<file path="src/rtl/acumulador_bcd_mux_pkg.sv">
// Shared types and 7-segment constants for the multi-digit BCD accumulator.
package acumulador_pkg;

   typedef enum logic [1:0] {ENTRY, ADD, SHOW} state_t;

   typedef logic [3:0] bcd_t;

   localparam logic [6:0] SEG_BLANK = 7'h7F;

   // Active-low {g..a} patterns for digits 0..9.
   localparam logic [6:0] SEG_PAT [10] = '{
      7'h40, 7'h79, 7'h24, 7'h30, 7'h19,
      7'h12, 7'h02, 7'h78, 7'h00, 7'h10
   };

endpackage

</file>
<file path="src/rtl/acumulador_bcd_mux_if.sv">
// Button/switch inputs and display outputs of the BCD accumulator.
interface acumulador_bcd_mux_if #(
   parameter int DIGITS = 3
);
   localparam int RES_DIGITS = DIGITS + 1;

   logic                   push;
   logic                   guardar;
   logic                   finalizar;
   acumulador_pkg::bcd_t   entrada;
   logic [6:0]             seg;
   logic [RES_DIGITS-1:0]  an;
   logic                   busy;
   logic                   err;

   modport master (
      output push, guardar, finalizar, entrada,
      input  seg, an, busy, err
   );

   modport slave (
      input  push, guardar, finalizar, entrada,
      output seg, an, busy, err
   );

endinterface

</file>
<file path="src/rtl/acumulador_bcd_mux_bcd_a_7seg.sv">
// Combinational BCD to active-low 7-segment decoder with a blank override.
module bcd_a_7seg
   import acumulador_pkg::*;
(
   input  bcd_t       digit,
   input  logic       blank,
   output logic [6:0] seg
);

   always_comb begin
      seg = SEG_BLANK;
      if (!blank && digit <= 4'd9) begin
         seg = SEG_PAT[digit];
      end
   end

endmodule

</file>
<file path="src/rtl/acumulador_bcd_mux.sv">
// Multi-digit BCD entry, digit-serial accumulation and multiplexed 7-segment display.
// Optional macro LEADING_ZERO_BLANK_EN blanks digits above the most significant non-zero one.
module acumulador_bcd_mux
   import acumulador_pkg::*;
#(
   parameter int DIGITS         = 3,
   parameter int NUM_OPS        = 2,
   parameter int REFRESH_CYCLES = 50000
) (
   input logic                 clk,
   input logic                 rst,
   acumulador_bcd_mux_if.slave bus
);

   localparam int RES_DIGITS = DIGITS + 1;
   localparam int IDX_W      = $clog2(RES_DIGITS);
   localparam int CNT_W      = $clog2(DIGITS + 1);
   localparam int OPS_W      = $clog2(NUM_OPS + 1);
   localparam int REF_W      = (REFRESH_CYCLES > 1) ? $clog2(REFRESH_CYCLES) : 1;

   state_t               state_reg, state_next;
   logic                 push_d_reg, guardar_d_reg, finalizar_d_reg;
   logic                 push_ev, guardar_ev, finalizar_ev;
   bcd_t                 operand_reg [DIGITS];
   bcd_t                 acc_reg [RES_DIGITS];
   bcd_t                 op_ext [RES_DIGITS];
   bcd_t                 disp_val [RES_DIGITS];
   logic                 carry_reg;
   logic [IDX_W-1:0]     add_idx_reg;
   logic                 add_last;
   logic [CNT_W-1:0]     digit_cnt_reg;
   logic [OPS_W-1:0]     op_cnt_reg;
   logic                 err_reg;
   logic [4:0]           sum_raw;
   logic                 sum_carry;
   bcd_t                 sum_digit;
   logic [REF_W-1:0]     ref_cnt_reg;
   logic [IDX_W-1:0]     disp_idx_reg;
   logic                 blank_digit;
   logic [6:0]           seg_dec;
   logic [6:0]           seg_reg;
   logic [RES_DIGITS-1:0] an_reg;

   assign push_ev      = bus.push & ~push_d_reg;
   assign guardar_ev   = bus.guardar & ~guardar_d_reg;
   assign finalizar_ev = bus.finalizar & ~finalizar_d_reg;
   assign add_last     = (add_idx_reg == IDX_W'(RES_DIGITS - 1));

   // Operand zero-extended to result width, and the value selected for display.
   generate
      for (genvar gi = 0; gi < RES_DIGITS; gi++) begin : g_ext
         if (gi < DIGITS) begin : g_op
            assign op_ext[gi] = operand_reg[gi];
         end else begin : g_zero
            assign op_ext[gi] = '0;
         end
         assign disp_val[gi] = (state_reg == SHOW) ? acc_reg[gi] : op_ext[gi];
      end
   endgenerate

   always_ff @(posedge clk) begin
      if (!rst) state_reg <= ENTRY;
      else      state_reg <= state_next;
   end

   always_comb begin
      state_next = state_reg;
      case (state_reg)
         ENTRY: begin
            if (finalizar_ev)    state_next = SHOW;
            else if (guardar_ev) state_next = ADD;
         end
         ADD: begin
            if (add_last) state_next = (op_cnt_reg == OPS_W'(NUM_OPS - 1)) ? SHOW : ENTRY;
         end
         SHOW: begin
            if (finalizar_ev) state_next = ENTRY;
         end
         default: state_next = ENTRY;
      endcase
   end

   // One decimal digit of the serial add; +6 mod 16 folds 10..19 back to 0..9.
   always_comb begin
      sum_raw   = {1'b0, acc_reg[add_idx_reg]} + {1'b0, op_ext[add_idx_reg]} + {4'd0, carry_reg};
      sum_carry = (sum_raw > 5'd9);
      sum_digit = sum_carry ? (sum_raw[3:0] + 4'd6) : sum_raw[3:0];
   end

   always_ff @(posedge clk) begin
      if (!rst) begin
         push_d_reg      <= 1'b0;
         guardar_d_reg   <= 1'b0;
         finalizar_d_reg <= 1'b0;
         operand_reg     <= '{default: '0};
         acc_reg         <= '{default: '0};
         carry_reg       <= 1'b0;
         add_idx_reg     <= '0;
         digit_cnt_reg   <= '0;
         op_cnt_reg      <= '0;
         err_reg         <= 1'b0;
      end else begin
         push_d_reg      <= bus.push;
         guardar_d_reg   <= bus.guardar;
         finalizar_d_reg <= bus.finalizar;
         case (state_reg)
            ENTRY: begin
               if (finalizar_ev) begin
                  operand_reg   <= '{default: '0};
                  digit_cnt_reg <= '0;
                  err_reg       <= 1'b0;
               end else if (guardar_ev) begin
                  add_idx_reg <= '0;
                  carry_reg   <= 1'b0;
               end else if (push_ev) begin
                  if (bus.entrada > 4'd9) begin
                     err_reg <= 1'b1;
                  end else if (digit_cnt_reg < CNT_W'(DIGITS)) begin
                     for (int j = DIGITS - 1; j > 0; j--) operand_reg[j] <= operand_reg[j-1];
                     operand_reg[0] <= bus.entrada;
                     digit_cnt_reg  <= digit_cnt_reg + 1'b1;
                  end
               end
            end
            ADD: begin
               acc_reg[add_idx_reg] <= sum_digit;
               carry_reg            <= sum_carry;
               add_idx_reg          <= add_idx_reg + 1'b1;
               if (add_last) begin
                  op_cnt_reg    <= op_cnt_reg + 1'b1;
                  operand_reg   <= '{default: '0};
                  digit_cnt_reg <= '0;
               end
            end
            SHOW: begin
               if (finalizar_ev) begin
                  acc_reg       <= '{default: '0};
                  op_cnt_reg    <= '0;
                  operand_reg   <= '{default: '0};
                  digit_cnt_reg <= '0;
                  err_reg       <= 1'b0;
               end
            end
            default: ;
         endcase
      end
   end

`ifdef LEADING_ZERO_BLANK_EN
   // Scan from the top down; a slot is blank if it and everything above it is zero.
   always_comb begin
      logic lit;
      lit         = 1'b0;
      blank_digit = 1'b0;
      for (int j = RES_DIGITS - 1; j >= 0; j--) begin
         lit = lit | (|disp_val[j]);
         if (j != 0 && IDX_W'(j) == disp_idx_reg) blank_digit = ~lit;
      end
   end
`else
   assign blank_digit = 1'b0;
`endif

   bcd_a_7seg u_dec (
      .digit (disp_val[disp_idx_reg]),
      .blank (blank_digit),
      .seg   (seg_dec)
   );

   always_ff @(posedge clk) begin
      if (!rst) begin
         ref_cnt_reg  <= '0;
         disp_idx_reg <= '0;
         seg_reg      <= SEG_BLANK;
         an_reg       <= '1;
      end else begin
         if (ref_cnt_reg == REF_W'(REFRESH_CYCLES - 1)) begin
            ref_cnt_reg  <= '0;
            disp_idx_reg <= (disp_idx_reg == IDX_W'(RES_DIGITS - 1)) ? '0 : disp_idx_reg + 1'b1;
         end else begin
            ref_cnt_reg <= ref_cnt_reg + 1'b1;
         end
         seg_reg <= seg_dec;
         an_reg  <= ~(RES_DIGITS'(1) << disp_idx_reg);
      end
   end

   assign bus.seg  = seg_reg;
   assign bus.an   = an_reg;
   assign bus.busy = (state_reg == ADD);
   assign bus.err  = err_reg;

endmodule

</file>
<file path="src/flat_wrapper.sv">
// flat-port wrapper written by rule: the top's interface ports become plain ports
module acumulador_bcd_mux_flat import acumulador_pkg::*;
#(
   parameter int DIGITS         = 3,
   parameter int NUM_OPS        = 2,
   parameter int REFRESH_CYCLES = 50000
)
  (clk, rst, bus_push, bus_guardar, bus_finalizar, bus_entrada, bus_seg, bus_an, bus_busy, bus_err);
  acumulador_bcd_mux_if #(.DIGITS(DIGITS)) bus_i ();
  input logic clk;
  input logic rst;
  input wire logic [$bits(bus_i.push)-1:0] bus_push;
  input wire logic [$bits(bus_i.guardar)-1:0] bus_guardar;
  input wire logic [$bits(bus_i.finalizar)-1:0] bus_finalizar;
  input wire logic [$bits(bus_i.entrada)-1:0] bus_entrada;
  output wire logic [$bits(bus_i.seg)-1:0] bus_seg;
  output wire logic [$bits(bus_i.an)-1:0] bus_an;
  output wire logic [$bits(bus_i.busy)-1:0] bus_busy;
  output wire logic [$bits(bus_i.err)-1:0] bus_err;
  assign bus_i.push = bus_push;
  assign bus_i.guardar = bus_guardar;
  assign bus_i.finalizar = bus_finalizar;
  assign bus_i.entrada = bus_entrada;
  assign bus_seg = bus_i.seg;
  assign bus_an = bus_i.an;
  assign bus_busy = bus_i.busy;
  assign bus_err = bus_i.err;
  acumulador_bcd_mux #(.DIGITS(DIGITS), .NUM_OPS(NUM_OPS), .REFRESH_CYCLES(REFRESH_CYCLES)) u_core (.clk(clk), .rst(rst), .bus(bus_i));
endmodule
</file>
<file path="config.mk">
export PLATFORM = sky130hd
export DESIGN_NAME = acumulador_bcd_mux_flat
export DESIGN_NICKNAME = d
export VERILOG_FILES = /design/src/rtl/acumulador_bcd_mux_pkg.sv /design/src/rtl/acumulador_bcd_mux_if.sv /design/src/rtl/acumulador_bcd_mux_bcd_a_7seg.sv /design/src/rtl/acumulador_bcd_mux.sv /design/src/flat_wrapper.sv
export SDC_FILE = /design/constraint.sdc
export NUM_CORES = 1
export LEC_CHECK = 0
export ABC_AREA = 1
export CAP_MARGIN = 15
export CELL_PAD_IN_SITES_DETAIL_PLACEMENT = 0
export CELL_PAD_IN_SITES_GLOBAL_PLACEMENT = 1
export CORE_ASPECT_RATIO = 0.75
export CORE_MARGIN = 2
export CORE_UTILIZATION = 44
export DETAILED_ROUTE_END_ITERATION = 8
export PLACE_DENSITY = 0.9
export SLEW_MARGIN = 25
export SYNTH_ARGS = -nofsm -noshare
export SYNTH_HDL_FRONTEND = slang
export SYNTH_SLANG_ARGS = --single-unit
</file>
<file path="constraint.sdc">
create_clock -name clk -period 3.2 [get_ports clk]
set_input_delay 0.32 -clock clk [delete_from_list [all_inputs] [get_ports clk]]
set_output_delay 0.32 -clock clk [all_outputs]
set_load 0.02 [all_outputs]
</file>
Word level (Yosys, flattened, before mapping)
Memories as Yosys holds them, arrays and structs flattened. A register that Yosys moved wholly into a read port is not among the register bits.
Cells that the tools add are included.

storage, ports and cells
  register bits = 63
  memory bits (read-only) = 112
  bits of input ports = 9
  output and inout port bits = 13
  logic and storage cells = 133
  memories = 1

operators by class
  add/subtract/negate cells = 8
  $lt $le $gt $ge = 7
  equal/unequal tests = 16
  shifts and indexed selects = 1
  muxes and demuxes = 55
  bitwise logic cells = 11
  reduce and logical (&&, ||, !) cells = 15

memory list
  name             depth  width  rd ports  clocked after Yosys merged registers in  write ports  line                                 text
  (no name shown)  16     7      1         1                                        0            acumulador_bcd_mux_bcd_a_7seg.sv:13  seg = SEG_PAT[digit];

operator list
  cell                   count
  $mux 12                7
  $mux 4                 12
  $pmux 12 s3            1
  $pmux 16 s2            1
  $mux 2                 15
  $bmux 4 s2             3
  $add 16x1->16 const B  1
  $bwmux 16              1
  $eq 16x16->1 const B   1
  $mux 16                1
  $ne 3x1->1 const B     4
  $pmux 2 s3             2
  $reduce_and 3->1       3
  $add 2x1->2 const B    4
  $demux 4 s2            1
  $pmux 2 s2             2
  $mux 1                 7
  $reduce_and 7->1       1
  $eq 2x2->1 const B     3
  $ge 3x3->1 const B     2
  $ne 2x1->1 const B     3
  $not 2->3              2
  $reduce_bool 2->1      3
  $add 4x4->5            1
  other kinds (24)       32

Depth between registers and ports, before layout
Gate-level depths: netlist (run 1).

  word-level depth = 10
  depth in mapped cells = 18
  depth with buffers taken out = 17

Cells and area by module
Synthesis (run 1) repeated with hierarchy kept, for this count alone.

second synthesis, totals
  cells, all modules = 573
  area, all modules = 4002.6 µm²

by module, submodules not included
  module              instances  cells each  area an instance (µm²)  sequential area each (µm²)
  acumulador_bcd_mux  1          533         3762.4                  1401.3
  bcd_a_7seg          1          40          240.2                   0.0

Worst setup path after synthesis (run 1)
OpenSTA, ideal clock, no wires.

  path kind = register -> register
  from = register u_core.add_idx_reg[1]
  to = register u_core.acc_reg[11] (netlist bit)
  library setup time = 0.132 ns
  arrival = 2.798 ns
  data required time = 3.068 ns
  slack = 0.270 ns
  cell stages (with the launch flop) = 17
  path buffers = 1
  clock period less this slack = 2.930 ns
  cells stage by stage = dfxtp_1 -> inv_1 -> clkbuf_1 -> o21ai_0 -> o21ai_0 -> fa_1 -> fa_1 -> inv_1 -> ha_1 -> inv_1 -> nor2_1 -> a21oi_1 -> nand2_1 -> nand2_1 -> nand2_1 -> nand3_1 -> a21oi_1

between the ends
  longest elaborated chain between the ends = 10
  elaborated cells on any way between the ends = 19
  classes of those cells = add/sub: 3; order compare: 3; mux: 11; bitwise: 1; reduce/logical: 1

ends and longest elaborated chain
  what                                              line                                                 text
  from (decl)                                       acumulador_bcd_mux.sv:29                             logic [IDX_W-1:0] add_idx_reg;
  from (signal assigned)                            acumulador_bcd_mux.sv:128                            add_idx_reg <= add_idx_reg + 1'b1;
  $not 2->3 (implied by the code) (*)               acumulador_bcd_mux.sv:85, acumulador_bcd_mux.sv:126
  $bmux 4 s2                                        acumulador_bcd_mux.sv:85                             sum_raw = {1'b0, acc_reg[add_idx_reg]} + {1'b0, op_ext[add_idx_reg]} + {4'd0, carry_reg};
  $mux 4 (implied by the code) (2 in a row)         acumulador_bcd_mux.sv:85
  $add 4x4->5                                       acumulador_bcd_mux.sv:85
  $add 5x1->5                                       acumulador_bcd_mux.sv:85
  $add 4x3->4 / $gt 5x4->1 (equally long branches)  acumulador_bcd_mux.sv:87, acumulador_bcd_mux.sv:86
  $mux 4                                            acumulador_bcd_mux.sv:87                             sum_digit = sum_carry ? (sum_raw[3:0] + 4'd6) : sum_raw[3:0];
  $bwmux 16 (*)                                     acumulador_bcd_mux.sv:126                            acc_reg[add_idx_reg] <= sum_digit;
  $pmux 16 s2 (*)                                   acumulador_bcd_mux.sv:106                            case (state_reg)
  to (signal, indexed assignment)                   acumulador_bcd_mux.sv:126
  to (decl)                                         acumulador_bcd_mux.sv:25                             bcd_t acc_reg [RES_DIGITS];

Mark *: on every way between the ends. The rest lies on a longest branch, timed or not. The select of a mux whose other input is x is not followed.
A chain may end at the register's enable or synchronous reset.

Final worst setup path (run 1)
  from = register u_core.add_idx_reg[0]
  to = register u_core.acc_reg[5] (netlist bit)

The elaborated chain is that of the path after synthesis.

==> summary.txt, run 1 <==
run status - complete, no violations
synthesized area - 0.003837 mm²
final setup TNS - 0 ns
Tot Pwr - 2.740 mW
nets - 587
routability cong. - 0.9513
mux share of post-synthesis cell area - 0%
Max-Cap Viols - 0
final worst slack - 0.2596 ns
R2R depth - 15
CTS H-tree lvls - 3
core area - 0.008454 mm²
Slew Viols, Final - 0
Synth Area in Adders - 8.543%
number of distinct library cells after synthesis - 40
Die Span Y - 84.88 µm
mean post-synth cell area - 7.186 µm²
largest family of logic cells by synthesized area - simple AND/OR/NAND/NOR gates
TritonCTS Buffers - 9
Syn Inst Count - 534
Worst-path clk slew - 0.06 ns
crit path time final - 2.940 ns
Area growth syn-to-layout - 16.60%
PD cells - 612.5 mW/mm²
CP Launch Type - flop
syn_nets - 568
critical path required time - 3.42 ns
first-pass GRT wire length - 15,740 µm
TritonCTS clock tree - yes
DR vias/cell - 5.227
drt first pass iters - 5
Post-synth EDFFs - 0
Slew @ Worst Pin - 0.8944 ns
Crit path top cell by count - nand2_1
Cell Rows - 29
routed len/inst - 13.97 µm
Post-Synth Simple-Gate Area - 26.67%
Synth Area in Compound Gates - 18.65%
Antenna diodes - 0
CP arrival - 3.16 ns
total wire length - 9307 µm
Ys Warns - 0
CTS sink cnt - 70
DRC - 0
RSZ-0062 raised after global routing - false
Fin. Hold Viols - 0
chip width - 111.8 µm
Root Driver - clkbuf_16
DR vias - 3,481
highest clock rate - 0.3401 GHz
Setup crit end kind - flop
Slew Limit Headroom - 40.15%
Main synth FF type - dfxtp_1
Final setup viols - 0
HPWL after DPL - 6858 µm
CP Cell Sequence - inv_2, nor2_1, o21ai_0, fa_2, fa_1, inv_1, ha_1, inv_1, nor2_1, a21oi_1, nand2_1, nand2_1, nand2_1, nand3_1, a21oi_1
slowest stage cell, crit path - fa_1
largest buffer count on any clock path - 2
Hold Path Stages - 1
GRT Util Overall - 20.91%
cell count along the critical path - 15
CP Max Fanout - 9
CP Class - reg2reg
Final Cycle Share - 91.89%
Leak - 1.828 nW
initial DRC count - 222
global route total overflow - 0
Core Util, Final - 52.92%
io pins - 22
slowest stage delay, CP - 0.60 ns
Tightest Hold Check Type - reg2reg
die footprint - 0.009492 mm²
initial antenna violation count - 0
vias in the first global route - 3,179
fraction of registers with async set/reset - 0%
synthesized flop and latch total - 70
Max IR drop VDD - 0.4097 mV
Fin Clk Skew - 0.004387 ns
IO buf count - 21
Top delay family on crit path - adder cells
largest net degree at the start of global routing - 24
share of cells above drive strength 1 - 10.04%
post-synthesis sequential area ratio - 36.52%
crit path buf inv count - 3
Hold Slack - 0.4475 ns
Starting Density - 45.39%
dpl ws - 0.06668 ns
antenna viol nets, final - 0
latest clock arrival within the worst-skew pair - 0.34 ns
XOR/XNOR Fraction of Synth Area - 1.141%
repair_timing:
| item | in CTS | in global routing |
|---|---|---|
| setup buffers | 0 | 0 |
| hold buffers | 0 | 0 |
| resized for setup | 0 | 5 |
| setup endpoints to repair | 0 | 13 |
layout make-up:
cell class / count / area [µm²]
Fill cell: 809 / 3980
Multi-Input combinational cell: 384 / 2113
Sequential cell: 70 / 1406
Clock buffer: 13 / 270.3
Timing Repair Buffer: 27 / 255.2
Inverter: 61 / 229.0
Tap cell: 108 / 135.1
Clock inverter: 3 / 65.06
path summary, 6_finish.rpt:
kind / from / to / slack (ns)
hold / removal: u_core.ref_cnt_reg[0] / u_core.ref_cnt_reg[0] / 0.45
setup reg to reg: u_core.add_idx_reg[0] / u_core.acc_reg[5] / 0.26
setup / recovery: u_core.add_idx_reg[0] / u_core.acc_reg[5] / 0.26
hold reg to reg: u_core.ref_cnt_reg[0] / u_core.ref_cnt_reg[0] / 0.45
Yosys cell counts, types with 3 or more instances:
| master | number | share of area (%) |
|---|---|---|
| a21oi_1 | 52 | 6.8 |
| buf_2 | 4 | 0.52 |
| clkbuf_1 | 11 | 1.1 |
| dfxtp_1 | 70 | 37 |
| ha_1 | 23 | 7.5 |
| inv_1 | 48 | 4.7 |
| inv_2 | 13 | 1.3 |
| nand2_1 | 97 | 9.5 |
| nand3_1 | 58 | 7.6 |
| nand4_1 | 3 | 0.49 |
| nor2_1 | 48 | 4.7 |
| nor2_4 | 3 | 0.88 |
| nor3_1 | 4 | 0.52 |
| o211ai_1 | 3 | 0.59 |
| o21ai_0 | 37 | 4.8 |
| o21ai_1 | 21 | 2.7 |
| o22ai_1 | 3 | 0.49 |
| xor2_1 | 5 | 1.1 |
cells by family (layout without fill, tap and decap cells):
kind of cell / Yosys count / in the layout
AOI/OAI and AO/OA: 127 / 127
xor gates and xnor gates: 5 / 5
adders and majority gates: 25 / 25
buffers and inverters: 80 / 104
DFF: 70 / 70
and+or+nand+nor: 227 / 227
routing by layer:
| metal | wire (µm) | share of wire (%) | global-route usage [%] |
|---|---|---|---|
| met5 | 0 | 0 | 0 |
| met4 | 203 | 2.2 | 9.315 |
| met1 | 4754 | 51 | 30.34 |
| met3 | 588 | 6.3 | 5.000 |
| met2 | 3760 | 40 | 29.48 |
cell usage in the layout (no fill, tap or decap), drive strengths merged:
cell type,synthesis,layout
nand2,98,98
bufinv,0,2
fa,2,2
nand3b,3,3
o21ai,61,61
or2,3,3
clkbuf,12,13
dfxtp,70,70
a22oi,2,2
nor3b,1,1
o211ai,4,4
a21oi,54,54
inv,61,61
xor2,5,5
ha,23,23
nor3,6,6
o211a,1,1
clkinv,0,1
nand3,59,59
a211oi,2,2
nor2,53,53
o22ai,3,3
clkdlybuf4s50,0,21
buf,7,6
nand4,3,3
nor4,1,1
power breakdown:
group	total [mW]	switching, mW	internal [mW]
Clock	1.13	0.382	0.745
Sequential	0.970	0.0372	0.933
Combinational	0.643	0.416	0.226
stage by stage:
stage | area [µm²] | cells
finish | 4474 | 666
global route | 4474 | 666
CTS | 4467 | 666
detailed placement | 4131 | 650
global placement | 4131 | 650
floorplan | 3837 | 534
Note: power is estimated with default switching activity, not from simulation.
==> inputs of run 2 (changes only) <==
Settings changed: PLACE_DENSITY 0.9 to default, PLACE_DENSITY_LB_ADDON from default to 0.1.
==> run 2 against run 1 <==
Net effect: non-clock buffer count up 1; maximum frequency up 1.1%; register-to-register slack better by 0.03 ns; first-iteration DRC count up 31%; sequential power about the same; via count up 0.26%; core utilization down 0.21 points; critical endpoint is now u_core.acc_reg[15]; largest cell class unchanged.
==> summary.txt, run 2 (synthesis results as in run 1) <==
Core Util, Final - 52.72%
Max-Cap Viols - 0
Critical Path Source - u_core.add_idx_reg[0]
Setup crit end kind - flop
Fin. Hold Viols - 0
drt first pass iters - 5
crit path time final - 2.909 ns
Max IR drop VDD - 0.4567 mV
largest net degree at the start of global routing - 20
Slew Viols, Final - 0
Sw Pwr - 0.8334 mW
Top delay family on crit path - adder cells
die footprint - 0.009492 mm²
chip width - 111.8 µm
switching share of power - 31.20%
Final Cycle Share - 90.89%
Worst-path clk slew - 0.06 ns
crit path buf inv count - 2
Die Span Y - 84.88 µm
GRT Util Overall - 20.24%
nets - 588
initial DRC count - 290
R2R depth - 16
Antenna diodes - 0
Area growth syn-to-layout - 16.14%
TritonCTS Buffers - 9
first-pass GRT wire length - 15,440 µm
share of cells above drive strength 1 - 10.22%
Fillers - 848
Hold Path Stages - 1
CP arrival - 3.13 ns
Starting Density - 45.39%
RSZ-0062 raised after global routing - false
critical path required time - 3.42 ns
DRC - 0
Clk pwr share - 39.6%
TritonCTS clock tree - yes
RR Startpoint - u_core.add_idx_reg[0]
routability cong. - 0.8262
cell count along the critical path - 16
dpl ws - 0.1013 ns
CP Max Fanout - 9
run status - complete, no violations
Cell Int Power - 1.837 mW
CP Launch Type - flop
initial antenna violation count - 0
Fin Clk Skew - 0.006559 ns
commonest non-fill, non-tap cells in the layout - nand2_1, dfxtp_1, nand3_1
Cell Rows - 29
sequential power share - 36.3%
setup bufs post-CTS - 0
IO buf count - 21
antenna viol nets, final - 0
final setup TNS - 0 ns
HPWL after DPL - 6888 µm
total wire length - 9253 µm
DR vias/cell - 5.240
Final setup viols - 0
vias in the first global route - 3,038
CP Cell Sequence - inv_2, o21ai_0, o22ai_1, fa_2, fa_1, nand2_1, nand2_1, ha_1, inv_1, nor2_1, a21oi_1, nand2_1, nand2_1, nand2_1, nand3_1, a21oi_1
slowest stage delay, CP - 0.44 ns
r2r setup slk - 0.29 ns
core area - 0.008454 mm²
global route total overflow - 0
commonest non-fill, non-tap cell in the layout - nand2_1
final worst slack - 0.2914 ns
slowest stage cell, crit path - fa_1
CP Class - reg2reg
io pins - 22
latest clock arrival within the worst-skew pair - 0.33 ns
Hold Slack - 0.4449 ns
Root Driver - clkbuf_16
Crit path top cell by count - nand2_1
Tightest Hold Check Type - reg2reg
r2r endpoint - u_core.acc_reg[15]
Leak - 1.811 nW
CTS H-tree lvls - 3
highest clock rate - 0.3438 GHz
CTS sink cnt - 70
PD cells - 599.3 mW/mm²
Slew @ Worst Pin - 0.8498 ns
DR vias - 3,490
Slew Limit Headroom - 43.14%
CP Capture Point - u_core.acc_reg[15]
largest buffer count on any clock path - 2
routed len/inst - 13.89 µm
Comb pwr share - 24.1%
==> run 2: area by class of cell <==
cell class,count,area [µm²],area share (%)
multi-input cells,384,2113,47.42
flip-flops and latches,70,1404,31.50
well taps,108,135.1,3.032
clock inverters,6,87.58,1.965
repair buffers,28,262.8,5.896
clock buffers,9,225.2,5.053
inverters,61,229.0,5.138
==> run 2: worst reg2reg max path, cell delays in order, from the launching register on <==
cell and delay, ns:
dfxtp_2 0.39, inv_2 0.10, o21ai_0 0.16, o22ai_1 0.12
fa_2 0.40, fa_1 0.44, nand2_1 0.09, nand2_1 0.10
ha_1 0.24, inv_1 0.07, nor2_1 0.04, a21oi_1 0.11
nand2_1 0.10, nand2_1 0.14, nand2_1 0.14, nand3_1 0.10
a21oi_1 0.06
==> run 2: power groups by stage <==
stage,Sequential (mW),Clock [mW],Combinational (mW)
after detailed placement,0.989,0,0.637
after global routing,0.978,1.11,0.722
after CTS,0.970,1.08,0.643
after floorplan,1.01,0,0.459
after global placement,0.987,0,0.635
final,0.971,1.06,0.644
==> run 2: layer usage <==
| layer | vias to the layer above | GRT usage (%) | share of wire (%) |
|---|---|---|---|
| met3 | 12 | 4.929 | 6.1 |
| met2 | 86 | 27.16 | 38 |
| met5 | - | 0 | 0 |
| li1 | 1813 | - | - |
| met1 | 1579 | 32.01 | 55 |
| met4 | 0 | 4.938 | 1.2 |
==> run 2: how the worst min path moves through the flow <==
stage                               start                     end  slack, ns
finish              u_core.ref_cnt_reg[0]   u_core.ref_cnt_reg[0]       0.44
global route        u_core.ref_cnt_reg[0]   u_core.ref_cnt_reg[0]       0.47
CTS                 u_core.ref_cnt_reg[0]   u_core.ref_cnt_reg[0]       0.45
detailed placement  u_core.ref_cnt_reg[0]   u_core.ref_cnt_reg[0]       0.44
global placement    u_core.ref_cnt_reg[0]   u_core.ref_cnt_reg[0]       0.43
floorplan                   bus_finalizar  u_core.finalizar_d_reg       0.41
==> run 2: stage by stage <==
step	power (mW)	cell area, µm²	std cells
global route	2.812	4457	666
floorplan	1.468	3837	534
CTS	2.689	4452	666
global placement	1.622	4139	651
finish	2.671	4457	666
detailed placement	1.625	4139	651
==> run 2: what timing repair did <==
item                                    CTS  global route
gates resized for setup                   0             5
endpoints found under the setup margin    0            13
hold buffers                              0             0
